===== src/rtl/alu_param.sv =====
// Parameterised handshake ALU: single-cycle arithmetic/logic/shift ops plus a
// W-cycle restoring divider for DIV/MOD, with results held until consumed.
module alu_param #(
  parameter int unsigned W = 8
) (
  input  logic         clk,
  input  logic         rst,
  input  logic         in_valid,
  output logic         in_ready,
  input  logic [W-1:0] a,
  input  logic [W-1:0] b,
  input  logic [3:0]   op,
  output logic         out_valid,
  input  logic         out_ready,
  output logic [W-1:0] result,
  output logic [W-1:0] result_hi,
  output logic         zero,
  output logic         carry,
  output logic         ovf,
  output logic         err
);

  localparam int unsigned SW = $clog2(W);

  localparam logic [3:0] OpAdd = 4'd0;
  localparam logic [3:0] OpSub = 4'd1;
  localparam logic [3:0] OpMul = 4'd2;
  localparam logic [3:0] OpDiv = 4'd3;
  localparam logic [3:0] OpMod = 4'd4;
  localparam logic [3:0] OpAnd = 4'd5;
  localparam logic [3:0] OpOr  = 4'd6;
  localparam logic [3:0] OpXor = 4'd7;
  localparam logic [3:0] OpShl = 4'd8;
  localparam logic [3:0] OpShr = 4'd9;

  typedef enum logic [1:0] {StIdle, StDiv, StDone} state_e;

  state_e        state_q, state_d;
  logic [W-1:0]  res_q, res_d, hi_q, hi_d;
  logic          zero_q, zero_d, carry_q, carry_d, ovf_q, ovf_d, err_q, err_d;
  logic [W-1:0]  rem_q, rem_d, quo_q, quo_d, dvs_q, dvs_d;
  logic          mod_q, mod_d;
  logic [SW-1:0] cnt_q, cnt_d;

  // Single-cycle datapath, evaluated on the live inputs at the accept edge
  logic [W:0]     sum, diff, shl_w, shr_w;
  logic [2*W-1:0] prod;
  logic [SW-1:0]  shamt;
  logic [W-1:0]   alu_res, alu_hi;
  logic           alu_c, alu_v, alu_e;

  assign shamt = b[SW-1:0];
  assign sum   = {1'b0, a} + {1'b0, b};
  assign diff  = {1'b0, a} - {1'b0, b};
  assign prod  = {{W{1'b0}}, a} * {{W{1'b0}}, b};
  assign shl_w = {1'b0, a} << shamt;
  assign shr_w = {a, 1'b0} >> shamt;

  always_comb begin
    alu_res = '0;
    alu_hi  = '0;
    alu_c   = 1'b0;
    alu_v   = 1'b0;
    alu_e   = 1'b0;
    case (op)
      OpAdd: begin
        alu_res = sum[W-1:0];
        alu_c   = sum[W];
        alu_v   = (a[W-1] == b[W-1]) && (sum[W-1] != a[W-1]);
      end
      OpSub: begin
        alu_res = diff[W-1:0];
        alu_c   = diff[W];
        alu_v   = (a[W-1] != b[W-1]) && (diff[W-1] != a[W-1]);
      end
      OpMul: begin
        alu_res = prod[W-1:0];
        alu_hi  = prod[2*W-1:W];
        alu_c   = |prod[2*W-1:W];
        alu_v   = |prod[2*W-1:W];
      end
      // Only selected here when the divisor is zero
      OpDiv, OpMod: begin
        alu_res = '1;
        alu_hi  = a;
        alu_e   = 1'b1;
      end
      OpAnd: alu_res = a & b;
      OpOr:  alu_res = a | b;
      OpXor: alu_res = a ^ b;
      OpShl: {alu_c, alu_res} = shl_w;
      OpShr: {alu_res, alu_c} = shr_w;
      default: alu_e = 1'b1;
    endcase
  end

  // One restoring-division step: shift in the next dividend bit, subtract if it fits
  logic [W:0]   rem_sh, trial;
  logic [W-1:0] rem_nx, quo_nx;

  always_comb begin
    rem_sh = {rem_q, quo_q[W-1]};
    trial  = rem_sh - {1'b0, dvs_q};
    if (!trial[W]) begin
      rem_nx = trial[W-1:0];
      quo_nx = {quo_q[W-2:0], 1'b1};
    end else begin
      rem_nx = rem_sh[W-1:0];
      quo_nx = {quo_q[W-2:0], 1'b0};
    end
  end

  always_comb begin
    state_d = state_q;
    res_d   = res_q;
    hi_d    = hi_q;
    zero_d  = zero_q;
    carry_d = carry_q;
    ovf_d   = ovf_q;
    err_d   = err_q;
    rem_d   = rem_q;
    quo_d   = quo_q;
    dvs_d   = dvs_q;
    mod_d   = mod_q;
    cnt_d   = cnt_q;
    unique case (state_q)
      StIdle: begin
        if (in_valid) begin
          if ((op == OpDiv || op == OpMod) && b != '0) begin
            state_d = StDiv;
            rem_d   = '0;
            quo_d   = a;
            dvs_d   = b;
            mod_d   = (op == OpMod);
            cnt_d   = '0;
          end else begin
            state_d = StDone;
            res_d   = alu_res;
            hi_d    = alu_hi;
            zero_d  = (alu_res == '0);
            carry_d = alu_c;
            ovf_d   = alu_v;
            err_d   = alu_e;
          end
        end
      end
      StDiv: begin
        rem_d = rem_nx;
        quo_d = quo_nx;
        cnt_d = cnt_q + SW'(1);
        if (cnt_q == SW'(W - 1)) begin
          state_d = StDone;
          res_d   = mod_q ? rem_nx : quo_nx;
          hi_d    = mod_q ? quo_nx : rem_nx;
          zero_d  = ((mod_q ? rem_nx : quo_nx) == '0);
          carry_d = 1'b0;
          ovf_d   = 1'b0;
          err_d   = 1'b0;
        end
      end
      StDone: begin
        if (out_ready) state_d = StIdle;
      end
      default: state_d = StIdle;
    endcase
  end

  always_ff @(posedge clk or posedge rst) begin
    if (rst) begin
      state_q <= StIdle;
      res_q   <= '0;
      hi_q    <= '0;
      zero_q  <= 1'b0;
      carry_q <= 1'b0;
      ovf_q   <= 1'b0;
      err_q   <= 1'b0;
      rem_q   <= '0;
      quo_q   <= '0;
      dvs_q   <= '0;
      mod_q   <= 1'b0;
      cnt_q   <= '0;
    end else begin
      state_q <= state_d;
      res_q   <= res_d;
      hi_q    <= hi_d;
      zero_q  <= zero_d;
      carry_q <= carry_d;
      ovf_q   <= ovf_d;
      err_q   <= err_d;
      rem_q   <= rem_d;
      quo_q   <= quo_d;
      dvs_q   <= dvs_d;
      mod_q   <= mod_d;
      cnt_q   <= cnt_d;
    end
  end

  assign in_ready  = (state_q == StIdle);
  assign out_valid = (state_q == StDone);
  assign result    = res_q;
  assign result_hi = hi_q;
  assign zero      = zero_q;
  assign carry     = carry_q;
  assign ovf       = ovf_q;
  assign err       = err_q;

endmodule

===== config.mk =====
export PLATFORM = sky130hd
export DESIGN_NAME = alu_param
export DESIGN_NICKNAME = d
export VERILOG_FILES = /design/src/rtl/alu_param.sv
export SDC_FILE = /design/constraint.sdc
export NUM_CORES = 1
export LEC_CHECK = 0
export CAP_MARGIN = 20
export CORE_ASPECT_RATIO = 0.9
export CORE_MARGIN = 10
export CORE_UTILIZATION = 26
export DETAILED_ROUTE_END_ITERATION = 6
export PLACE_DENSITY = 0.53
export SETUP_SLACK_MARGIN = 0.1
export SYNTH_ARGS = -nofsm -noshare
export SYNTH_HDL_FRONTEND = slang
export SYNTH_SLANG_ARGS = --single-unit
export TNS_END_PERCENT = 20

===== constraint.sdc =====
create_clock -name clk -period 4.5 [get_ports clk]
set_input_delay 1.35 -clock clk [delete_from_list [all_inputs] [get_ports clk]]
set_output_delay 1.35 -clock clk [all_outputs]
set_load 0.03 [all_outputs]

==> key figures <==
Logic synthesis
  – Top cells by count, synth: nand2_1 (97), nor2_1 (90), inv_1 (79)
  – Syn Nets: between 1000 and 1500
  – Yosys synthesis warning count: 0
  – Yosys top cell area share: 0.181
  – Syn avg cell area: roughly 7.9 µm²
  – Area contributors post-synth: dfrtp_1 (18%), ha_1 (13%), fa_1 (11%), nand2_1 (5.3%), nor2_1 (4.9%)
  – Most frequent cell after synthesis: nand2_1
  – Synth area leader: dfrtp_1
  – Post-synthesis sequential area ratio: 0.181
  – Synthesis-stage register bit count: 50
  – Gate Count Post-Synth: 876
  – Post-synth ARST share: 1.00
  – Synth cell types: 73
  – Syn Std Cell Area: approximately 7000 µm²
  – Ys flop type: dfrtp_1
  – Post-synth EDFFs: 0

Floorplan
  – FP Rows: 56
  – Die Y: about 170 µm
  – Core Region: about 26000 µm²
  – Die ar.: around 33000 µm²
  – I/O pins: 46
  – DIE WIDTH: 192 µm
  – Initial Util: 0.264

CTS
  – Clk slew on worst S/H paths: 70 ps
  – CTS max path bufs: 2
  – CTS buffer count: 5
  – CTS Hold Bufs: 0
  – TritonCTS clock tree: yes
  – Clock Latency Late Sink: around 300 ps
  – CTS root buf: clkbuf_16
  – CTS sink count: 50
  – CTS H-Tree Depth: 2

Critical path
  – Slowest-stage cell, CP: fa_1
  – Crit Path Class: primary input to flip-flop
  – Startpoint Class: primary input
  – Crit-path max FO: 3
  – Max stage delay on crit path: approximately 520 ps
  – WP data arrival: approximately 6000 ps
  – Critical path capture point type: flip-flop
  – Cell mode on critical path: fa_1
  – Worst Path Required: 4680 ps
  – CP Cell Sequence: buf_8 > buf_6 > nand2_4 > fa_1 > fa_1 > inv_1 > fa_1 > inv_1 > fa_1 > inv_2 > ha_4 > buf_4 > or3_1 > o211ai_1 > xnor2_1 > or4_4 > or4_4 > a2111oi_4 > nor3_1

Placed design
  – Port buffer count: 45
  – Gp weighted congestion: roughly 0.93
  – Post-Place Worst Slack: -2210 ps
  – HPWL after DPL: approximately 21 mm

Power and ir drop
  – Clock power share: 0.101
  – Sw power: 2150 µW
  – Leakage power: around 0.0043 µW
  – Sequential power share: 0.171
  – Combinational power share: 0.728
  – Max VDD drop: roughly 0.00025 V
  – Pwr/cell area: 479 nW/µm²
  – Sw Ratio: 0.476
  – Design internal power: roughly 2400 µW

Timing
  – Final min period: between 5000 and 6000 ps
  – Final Skew: 9.22 ps
  – Setup violators final: 15
  – Max Slew Vio Count: 0
  – Max Freq: roughly 0.18 GHz
  – Worst Tran Pin Value: around 600 ps
  – Rel. slew slack: 0.599
  – RSZ-0062 raised after global routing: true
  – Final Hold Viols: 0
  – Final worst path period share: 1.27
  – Post-route worst setup slack: -1210 ps

GRT
  – Number of global-route vias before repair: 7204
  – Global route overflow: 0
  – Largest net degree at the start of global routing: 34
  – First-pass GRT wire length: approximately 42 mm
  – Antenna violations before repair: 0
  – Total Routing Usage GR: 0.159

Route
  – Post-Route WL: around 26 mm
  – Routed Antenna Nets: 0
  – First drt pass iteration count: 6
  – DRT iter0 DRCs: 740
  – Via density: approximately 5.2
  – DR DRC count: 0
  – Routed via count: 7167
  – Drt wl/cell: 19.0 µm

Cells and area
  – ANT cells: 0
  – Layout cell share with drive strength beyond 1: 0.276
  – Nets: 1174
  – Post-layout util: 0.361
  – Fillers: 2704
  – Area Growth Syn to Fin: 36.7%

Run status
  – Status: finished with violations
  – Failing checks: setup timing

Job
  – Max-cap viol count: 0

Worst hold path
  – Hold WC Path Type: flip-flop to flip-flop
-- sequential cells by signal, indices dropped and copies added, names as in the netlist, 2 cells and up --
name       count
dvs_q          8
cnt_q          3
result_hi      8
quo_q          8
state_q        2
rem_q          8
result         8
-- placed cells by master (no fill, tap or decap), drive strengths merged, types with 5 or more instances in the layout --
master         count
nand2             97
and3               6
nand4              9
or3                5
xnor2             11
a211oi            12
clkbuf             8
ha                71
buf              170
o21ai             70
o21bai             5
a32oi              5
dfrtp             50
nand2b             8
o211ai             7
mux2i             14
nand3             15
nand3b             5
clkdlybuf4s50     29
mux4               7
xor2               8
a21oi             60
fa                39
a22o               5
a31oi              9
and2               5
nor2              90
a222oi             6
a21o              12
o31ai              6
nor3              17
nor4               8
inv               85
nor2b              9
-- path summary, 6_finish.rpt --
| path | from | slack [ps] | to | depth (start not counted) |
|---|---|---|---|---|
| worst min register to register | result_hi[6] | 490 | result_hi[6] | 2 |
| min in group asynchronous | rst | 1370 | result[6] | 2 |
| worst max register to register | quo_q[7] | 820 | result_hi[2] | 13 |
| worst max-delay path | a[4] | -1210 | carry | 19 |
| worst min-delay path | result_hi[6] | 490 | result_hi[6] | 2 |
| max in group asynchronous | rst | 2340 | result[1] | 3 |
-- power groups by stage --
stage | sequential, µW | clock [µW] | combinational, µW
global placement | 780 | 0 | 3020
detailed placement | 777 | 0 | 3030
finish | 772 | 457 | 3290
floorplan | 857 | 0 | 1810
CTS | 772 | 467 | 3150
global route | 800 | 488 | 3610
-- routing by layer --
| layer | GRT usage | wire length (µm) | up-vias |
|---|---|---|---|
| li1 | - | - | 3427 |
| met1 | 0.222 | 12400 | 3484 |
| met2 | 0.252 | 12200 | 232 |
| met3 | 0.0273 | 1630 | 24 |
| met4 | 0.0254 | 283 | 0 |
| met5 | 0 | 0 | - |
-- per-stage QoR --
step	area [µm²]	hold WS [ps]	TNS (ps)	cells	total power, µW
2_1_floorplan	7120	456	-9300	876	2670
3_3_place_gp	8890	474	-26280	1372	3800
3_5_place_dp	8890	476	-25860	1372	3810
4_1_cts	9250	493	-10940	1385	4390
5_1_grt	9440	519	-12750	1389	4900
6_report	9440	491	-10430	1389	4520
-- cell families (layout without fill, tap and decap cells) --
| kind of cell | count (synthesis) | in the layout | synth area share |
|---|---|---|---|
| muxes | 24 | 24 | 0.0480 |
| and+or+nand+nor | 294 | 294 | 0.199 |
| buffers and inverters | 135 | 300 | 0.0734 |
| AOI/OAI and AO/OA | 244 | 244 | 0.232 |
| DFF | 50 | 50 | 0.181 |
| adders and majority gates | 110 | 110 | 0.242 |
| xor gates and xnor gates | 19 | 19 | 0.0241 |
-- what timing repair did --
action | in CTS | in global routing
buffers inserted | 9 | 4
setup endpoints to repair | 16 | 16
pin swaps | 39 | 27
gates resized for setup | 125 | 40
-- cell type report --
class	count	area (µm²)	area share
clock buffers	6	139	0.0147
repair buffers	205	1690	0.179
inverters	87	377	0.0399
flip-flops and latches	50	1250	0.132
multi-input cells	691	5510	0.584
clock inverters	2	38.8	0.00411
well taps	348	435	0.0461
-- worst max-delay path: cells and delay by family --
| kind | cells | cell delay, ps |
|---|---|---|
| AO/OA/AOI/OAI | 2 | 420 |
| XOR/XNOR | 1 | 120 |
| adder cells (fa/ha/maj) | 5 | 2070 |
| buffers and inverters | 6 | 490 |
| AND/OR/NAND/NOR | 5 | 1440 |
Power figures use the tool's default switching activity.
